==> src/rtl/mdu_iter.sv <==
// Iterative multiply/divide unit: one radix-2 step per cycle, HI/LO result registers.
// Signed MULT/DIV selected by OP[0] only when MDU_SIGNED_EN is defined.
module mdu_iter #(
    parameter int WL = 32
) (
    input  logic          CLK,
    input  logic          RST,
    input  logic          START,
    input  logic [1:0]    OP,
    input  logic [WL-1:0] SrcA,
    input  logic [WL-1:0] SrcB,
    input  logic          HILO_WE,
    input  logic          HILO_SEL,
    input  logic [WL-1:0] HILO_Din,
    output logic          BUSY,
    output logic          DONE,
    output logic [WL-1:0] HI,
    output logic [WL-1:0] LO
);

    localparam int CW = $clog2(WL);

    typedef enum logic [1:0] {
        IDLE,
        CALC,
        FIX,
        FIN
    } state_t;

    state_t        state_q;
    state_t        state_d;
    logic [CW-1:0] cnt_q;
    logic          is_div_q;
    logic [WL:0]   acc_hi_q;
    logic [WL-1:0] acc_lo_q;
    logic [WL-1:0] b_q;
    logic [WL-1:0] hi_q;
    logic [WL-1:0] lo_q;

    logic          accept;
    logic          last;
    logic [WL-1:0] a_mag;
    logic [WL-1:0] b_mag;
    logic [WL:0]   sum;
    logic [WL:0]   shifted;
    logic [WL:0]   diff;
    logic [WL:0]   hi_n;
    logic [WL-1:0] lo_n;
    logic [2*WL-1:0] prod;
    logic [WL-1:0] res_hi;
    logic [WL-1:0] res_lo;

    assign accept = START && (state_q == IDLE || state_q == FIN);
    assign last   = (cnt_q == CW'(WL - 1));
    assign BUSY   = (state_q == CALC) || (state_q == FIX);
    assign DONE   = (state_q == FIN);
    assign HI     = hi_q;
    assign LO     = lo_q;

`ifdef MDU_SIGNED_EN
    logic a_neg;
    logic b_neg;
    logic neg_q_q;
    logic neg_r_q;

    assign a_neg = OP[0] & SrcA[WL-1];
    assign b_neg = OP[0] & SrcB[WL-1];
    assign a_mag = a_neg ? -SrcA : SrcA;
    assign b_mag = b_neg ? -SrcB : SrcB;
`else
    logic op_unused;

    assign op_unused = OP[0];
    assign a_mag     = SrcA;
    assign b_mag     = SrcB;
`endif

    always_comb begin
        state_d = state_q;
        unique case (state_q)
            IDLE: if (START) state_d = CALC;
            CALC: if (last) state_d = FIX;
            FIX:  state_d = FIN;
            FIN:  state_d = START ? CALC : IDLE;
            default: state_d = IDLE;
        endcase
    end

    // Multiply keeps the multiplier in acc_lo and shifts the product in from the top;
    // divide shifts the dividend out of acc_lo and the quotient bits in at the bottom.
    always_comb begin
        sum     = acc_lo_q[0] ? acc_hi_q + {1'b0, b_q} : acc_hi_q;
        shifted = {acc_hi_q[WL-1:0], acc_lo_q[WL-1]};
        diff    = shifted - {1'b0, b_q};
        hi_n    = {1'b0, sum[WL:1]};
        lo_n    = {sum[0], acc_lo_q[WL-1:1]};
        if (is_div_q) begin
            if (!diff[WL]) begin
                hi_n = diff;
                lo_n = {acc_lo_q[WL-2:0], 1'b1};
            end else begin
                hi_n = shifted;
                lo_n = {acc_lo_q[WL-2:0], 1'b0};
            end
        end
    end

    assign prod = {acc_hi_q[WL-1:0], acc_lo_q};

    always_comb begin
        {res_hi, res_lo} = prod;
`ifdef MDU_SIGNED_EN
        if (!is_div_q) begin
            {res_hi, res_lo} = neg_q_q ? -prod : prod;
        end else begin
            res_lo = neg_q_q ? -acc_lo_q : acc_lo_q;
            res_hi = neg_r_q ? -acc_hi_q[WL-1:0] : acc_hi_q[WL-1:0];
        end
`endif
    end

    always_ff @(posedge CLK) begin
        if (RST) begin
            state_q  <= IDLE;
            cnt_q    <= '0;
            is_div_q <= 1'b0;
            acc_hi_q <= '0;
            acc_lo_q <= '0;
            b_q      <= '0;
            hi_q     <= '0;
            lo_q     <= '0;
`ifdef MDU_SIGNED_EN
            neg_q_q  <= 1'b0;
            neg_r_q  <= 1'b0;
`endif
        end else begin
            state_q <= state_d;
            if (accept) begin
                is_div_q <= OP[1];
                acc_hi_q <= '0;
                acc_lo_q <= a_mag;
                b_q      <= b_mag;
                cnt_q    <= '0;
`ifdef MDU_SIGNED_EN
                neg_q_q  <= a_neg ^ b_neg;
                neg_r_q  <= a_neg;
`endif
            end else if (state_q == CALC) begin
                acc_hi_q <= hi_n;
                acc_lo_q <= lo_n;
                cnt_q    <= cnt_q + CW'(1);
            end
            if (state_q == FIX) begin
                hi_q <= res_hi;
                lo_q <= res_lo;
            end
            // Direct writes only land when idle or in FIN, so they follow the result write.
            if (HILO_WE && !BUSY) begin
                if (HILO_SEL) hi_q <= HILO_Din;
                else          lo_q <= HILO_Din;
            end
        end
    end

endmodule

==> config.mk <==
export PLATFORM = sky130hd
export DESIGN_NAME = mdu_iter
export DESIGN_NICKNAME = d
export VERILOG_FILES = /design/src/rtl/mdu_iter.sv
export SDC_FILE = /design/constraint.sdc
export NUM_CORES = 1
export LEC_CHECK = 0
export CORE_ASPECT_RATIO = 1.75
export CORE_MARGIN = 2
export CORE_UTILIZATION = 50
export CTS_CLUSTER_SIZE = 25
export DETAILED_ROUTE_END_ITERATION = 7
export PLACE_DENSITY_LB_ADDON = 0.08
export SYNTH_ARGS = -nofsm -noshare
export SYNTH_HDL_FRONTEND = slang
export SYNTH_SLANG_ARGS = --single-unit
==> constraint.sdc <==
create_clock -name CLK -period 3.5 [get_ports CLK]
set_input_delay 0.875 -clock CLK [delete_from_list [all_inputs] [get_ports CLK]]
set_output_delay 0.875 -clock CLK [all_outputs]
set_load 0.05 [all_outputs]
==> impl_metrics.toml, run 1 <==
[critical_path]
slowest_delay_ns = 0.34
crit_chain = "inv_1 > ha_1 > o21ai_2 > a21oi_2 > and4_1 > nand4_1 > nand3_4 > a211oi_4 > o21bai_2 > a41o_1 > ha_4 > buf_12 > buf_12 > mux2i_1 > a211oi_1 > a31o_2"
cp-end-kind = "flop"
path_max_fanout = 9
slowest_stage = "ha_4"
path_common_cell = "buf_12"
cp.required_ns = 3.85
setup.worst_path.start_class = "flop"
path_class = "reg -> reg"
arrival_ns = 3.82

[detailed_routing]
postRouteAntennaNets = 0
drc_errors = 0
drt-total-wl_um = 38810
drt_iter0_drc = 624
viasPerCell = 5.946
route.vias.total = 12040
post_drt_wl_per_cell_um = 19.17
first_pass_iters = 5

[finish]
final-seq-area_mm2 = 0.003396
fillers = 2064
nNetsFinal = 1888
areaGrowthSynthToFinish_pct = 31.94
multiInputGateArea_mm2 = 0.007861
layout-drive-gt1-share_pct = 14.04
utilization_pct = 67.20

[die]
initial_utilization_pct = 50.93
io_pins = 169
fp.coreArea_mm2 = 0.02265
dieArea_mm2 = 0.02435
die_width_um = 118.8
rows = 73
die_y_um = 204.9

[timing]
fin_skew_ns = 0.01388
fin_setup_tns_ns = 0
setup_viol = 0
relSlewSlack_pct = 45.43
finalCritPeriodShare_pct = 99.18
min_period_ns = 3.471
fmax_mhz = 288.1
grt_setup_unrepaired = "yes"
tightest_slew_ns = 0.8185
hold_viol = 0
final_max_slew_viol_count = 0

[logic_synthesis]
ys_ff_latch = 169
syn_avg_cell_area_um2 = 7.779
synth_top_cell_by_area = "dfxtp_1"
synth_cell_types = 66
syn_nets = 1660
ys.flop_type = "dfxtp_1"
synth_warnings = 0
synth.most_common_cell = "nand2_1"
syn_area_mm2 = 0.01154
synth_edf_count = 0
syn_inst = 1483
seq_area_frac_synth_pct = 29.33
synth_top_area_share_pct = 29.33
synth_common_cells = "nand2_1, dfxtp_1, a21oi_1"
synthTopCellsByArea = "dfxtp_1, mux2i_1, ha_1"
synth-async-reset-ratio_pct = 0

[global_routing]
antenna_found_initial = 1
grtUsageTotal_pct = 31.26
grt_start_max_net_pins = 67
grt.overflow.total = 0
grt_pass1_vias = 11700
grt_pass1_wl_um = 60140

[power]
peakVddDrop_mv = 0.8962
leakage_uw = 0.005982
powerDensity_mw_per_mm2 = 946.9

[placed_design]
port_buffers = 167
place.gp.congestion = 0.9647
hpwl_um = 27750

[job]
cap_violations = 0

[clock_network]
clkSlewWorstSetupHoldPaths_ns = 0.07
clockBufferDepth = 2
root_buffer = "clkbuf_16"
postCtsHoldBufs = 0
clock_latency_ns = 0.46
clkSinkCount = 169
htree_levels = 4
cts_tree = "built"
cts_made_buffers = 17

[run_status]
status = "complete, no violations"

[hold_path]
min_path_type = "reg -> reg"
[critical path: cells and delay by family (launching register included)]
family,cells,cell delay (ns)
AOI/OAI and AO/OA,7,1.27
buffers and inverters,3,0.36
muxes,1,0.18
and+or+nand+nor,3,0.58
DFF,1,0.33
adders and majority gates,2,0.65
[cell usage in the layout, fill, tap and decap left out, drive strengths merged, types with 6 or more instances in the layout]
cell type,count
o211ai,41
nand2b,8
clkdlybuf4s50,166
o21bai,9
nand2,194
nor2,134
nor3,16
mux2i,117
clkbuf,21
a21o,24
and3,9
o31ai,6
ha,72
a31oi,15
nand4,11
nand3,26
a211oi,94
and2,8
a221oi,6
xor2,21
xnor2,28
o221ai,8
o21ai,62
or3,7
a21oi,157
o21a,6
inv,66
nor2b,14
dfxtp,169
buf,141
[cell type report]
cell class	instances	share of cell area [%]
Multi-Input combinational cell	1153	51.65
Inverter	62	1.529
Clock inverter	12	0.5836
Sequential cell	169	22.31
Timing Repair Buffer	308	18.45
Clock buffer	20	3.000
Antenna cell	1	0.01644
Tap cell	300	2.466
[logic make-up (layout without fill, tap and decap cells)]
kind of cell    count (synthesis)  after routing  share of synthesized area, %
compound gates                466            466                         26.29
xor+xnor                       49             49                         3.720
fa+ha+maj                      74             74                         8.156
mux                           118            118                         10.25
buf+inv                       161            402                         5.314
simple gates                  446            446                         16.94
flops                         169            169                         29.33
other cells                     0              1                             0
[final timing paths]
path                 from      endpoint  slack, ns  cells after the start
hold / removal    b_q[30]       b_q[30]       0.48                      2
hold reg to reg   b_q[30]       b_q[30]       0.48                      2
setup reg to reg   b_q[6]  acc_hi_q[12]       0.03                     16
setup / recovery   b_q[6]  acc_hi_q[12]       0.03                     16
[sequential cells by signal (all words and copies together), names as in the netlist]
register / cells
acc_hi_q: 33
HI: 32
LO: 32
acc_lo_q: 32
b_q: 32
cnt_q: 5
state_q: 2
is_div_q: 1
[per-stage QoR]
stage / area (um2) / worst slack, ns / hold WS, ns / total power (uW) / cells
final: 15220 / 0.02859 / 0.4819 / 14410 / 2025
after global routing: 15220 / -0.1113 / 0.5330 / 15250 / 2025
after CTS: 15040 / -0.1094 / 0.4864 / 14060 / 2017
after floorplan: 11540 / 0.01983 / 0.4530 / 8658 / 1483
after global placement: 14240 / -0.2537 / 0.4758 / 11490 / 1980
after detailed placement: 14240 / -0.2633 / 0.4771 / 11600 / 1980
[what timing repair did]
action	in CTS	in global routing
pin swaps	20	21
cloned	1	1
gates resized for setup	48	25
endpoints found under the setup margin	32	33
setup buffers	4	7
[routing by layer]
layer  up-vias  routed length [um]  track usage (%)
li1       5818                   -                -
met1      5713               15120            34.71
met2       395               20050            56.81
met3       115                1948            5.262
met4         0                1691            15.94
met5         -                   0                0
[power breakdown]
| group | internal [uW] | leakage (uW) | switching [uW] |
|---|---|---|---|
| logic | 4120 | 0.00433 | 5560 |
| clock network | 949 | 0.000260 | 861 |
| registers | 2460 | 0.00139 | 459 |
No activity file was read; power rests on OpenSTA's default activity.
==> run 2, diff against run 1 <==
--- a/config.mk
+++ b/config.mk
@@ -5,12 +5,13 @@
 export SDC_FILE = /design/constraint.sdc
 export NUM_CORES = 1
 export LEC_CHECK = 0
-export CORE_ASPECT_RATIO = 1.75
+export CORE_ASPECT_RATIO = 0.8
 export CORE_MARGIN = 2
 export CORE_UTILIZATION = 50
 export CTS_CLUSTER_SIZE = 25
 export DETAILED_ROUTE_END_ITERATION = 7
 export PLACE_DENSITY_LB_ADDON = 0.08
+export SETUP_SLACK_MARGIN = 0.05
 export SYNTH_ARGS = -nofsm -noshare
 export SYNTH_HDL_FRONTEND = slang
 export SYNTH_SLANG_ARGS = --single-unit
==> impl_metrics.toml, run 2 (synthesis results as in run 1) <==
[die]
dieArea_mm2 = 0.02431
rows = 49
die_width_um = 173.8
io_pins = 169
die_y_um = 139.9
initial_utilization_pct = 51.13
fp.coreArea_mm2 = 0.02256

[detailed_routing]
postRouteAntennaNets = 0
drt_iter0_drc = 912
route.vias.total = 11850
viasPerCell = 5.888
drc_errors = 0
post_drt_wl_per_cell_um = 18.81
drt-total-wl_um = 37860
first_pass_iters = 7

[placed_design]
dpl_worst_slack_ns = -0.1403
placed_area_mm2 = 0.01413
port_buffers = 167
hpwl_um = 26800
place.gp.congestion = 0.9204

[clock_network]
root_buffer = "clkbuf_16"
htree_levels = 4
clkSinkCount = 169
cts_tree = "built"
cts_made_buffers = 17
clock_latency_ns = 0.45
clockBufferDepth = 2
clkSlewWorstSetupHoldPaths_ns = 0.07

[finish]
layout_commonest_cell = "nand2_1"
utilization_pct = 67.35
largest_reg_flops = 33
num_antenna_cells = 0
layout_common_cells = "nand2_1, clkdlybuf4s50_1, dfxtp_1"
areaGrowthSynthToFinish_pct = 31.72
layout-drive-gt1-share_pct = 13.77
nNetsFinal = 1871
fin_area_mm2 = 0.01520
top_register = "acc_hi_q"

[power]
power.internal_uw = 7816
peakVddDrop_mv = 0.6540
power_uw = 14690
powerDensity_mw_per_mm2 = 966.8
pwr-share-clk_pct = 13.7
pwr-share-comb_pct = 66.2
sequentialPowerShare_pct = 20.1
p_sw_uw = 6876
leakage_uw = 0.005945
switching_share_pct = 46.80

[timing]
setup_ws_ns = -0.02381
finalCritPeriodShare_pct = 100.7
fmax_mhz = 283.8
setup_viol = 4
final_max_slew_viol_count = 0
min_period_ns = 3.524
grt_setup_unrepaired = "yes"
relSlewSlack_pct = 44.41
tightest_slew_ns = 0.8338
fin_skew_ns = 0.01221
hold_viol = 0

[global_routing]
grt_pass1_wl_um = 59860
grt_start_max_net_pins = 79
grt.overflow.total = 0
grt_pass1_vias = 11260
antenna_found_initial = 0
grtUsageTotal_pct = 30.56

[critical_path]
cp-end-kind = "flop"
arrival_ns = 3.87
setup.worst_path.start_class = "flop"
path_class = "reg -> reg"
path_max_fanout = 7
cp.required_ns = 3.84

[run_status]
status = "complete, but fails checks"
violations = "negative setup slack"

[hold_path]
min_path_type = "reg -> reg"

[job]
cap_violations = 0
run 2: final timing paths:
check               start      endpoint  slack (ns)  cells past startpoint
hold / removal    b_q[17]       b_q[17]        0.47                      2
hold reg to reg   b_q[17]       b_q[17]        0.47                      2
setup reg to reg  b_q[14]  acc_hi_q[12]       -0.02                     16
setup / recovery  b_q[14]  acc_hi_q[12]       -0.02                     16
run 2: per-layer routing:
layer  track usage (%)  vias to the layer above  share of wire [%]
li1                  -                     5787                  -
met1             42.38                     5620                 47
met2             48.77                      379                 45
met3             5.383                       60                5.9
met4             8.757                        0                2.2
met5                 0                        -                  0
run 2: cell type report:
type                    instances  area [um2]
clock buffers                  21       460.4
clock inverters                10       141.4
fillers                      2008        7366
inverters                      62       232.7
multi-input cells            1153        7889
flip-flops and latches        169        3393
well taps                     306       382.9
repair buffers                291        2696
run 2: power groups by stage:
stage / Combinational, uW / Sequential [uW] / Clock, uW
global route: 10500 / 3020 / 2110
finish: 9720 / 2960 / 2010
floorplan: 5130 / 3570 / 0
detailed placement: 8460 / 2970 / 0
CTS: 8670 / 2940 / 2030
global placement: 8370 / 2950 / 0
run 2: per-stage QoR:
stage / TNS (ns) / hold WS (ns) / cells
global placement: -1.020 / 0.4649 / 1968
global route: -3.165 / 0.5018 / 2012
floorplan: 0 / 0.4530 / 1483
finish: -0.04931 / 0.4730 / 2012
CTS: 0 / 0.4800 / 2001
detailed placement: -1.134 / 0.4705 / 1968
run 2: repair_timing:
item / CTS / global route
gates cloned: 0 / 1
gates resized for setup: 10 / 84
pin swaps: 8 / 42
hold buffers: 0 / 0
endpoints found under the setup margin: 31 / 32
setup buffers: 2 / 10
run 2: worst max-delay path, cell delays in order (launching register included):
cell       delay, ns
dfxtp_1         0.36
inv_1           0.06
ha_1            0.35
and4_1          0.23
and3_1          0.18
a21oi_2         0.15
nand3_2         0.16
a211oi_4        0.30
o21bai_1        0.13
a41o_1          0.30
ha_4            0.29
buf_6           0.10
buf_6           0.12
clkbuf_16       0.17
mux2i_1         0.18
a211oi_1        0.08
a31o_2          0.23
==> run 3, diff against run 2 <==
--- a/config.mk
+++ b/config.mk
@@ -5,6 +5,7 @@
 export SDC_FILE = /design/constraint.sdc
 export NUM_CORES = 1
 export LEC_CHECK = 0
+export CAP_MARGIN = 30
 export CORE_ASPECT_RATIO = 0.8
 export CORE_MARGIN = 2
 export CORE_UTILIZATION = 50
==> results of run 3 <==
Final layout, timing and power as in run 2 (identical DEF).
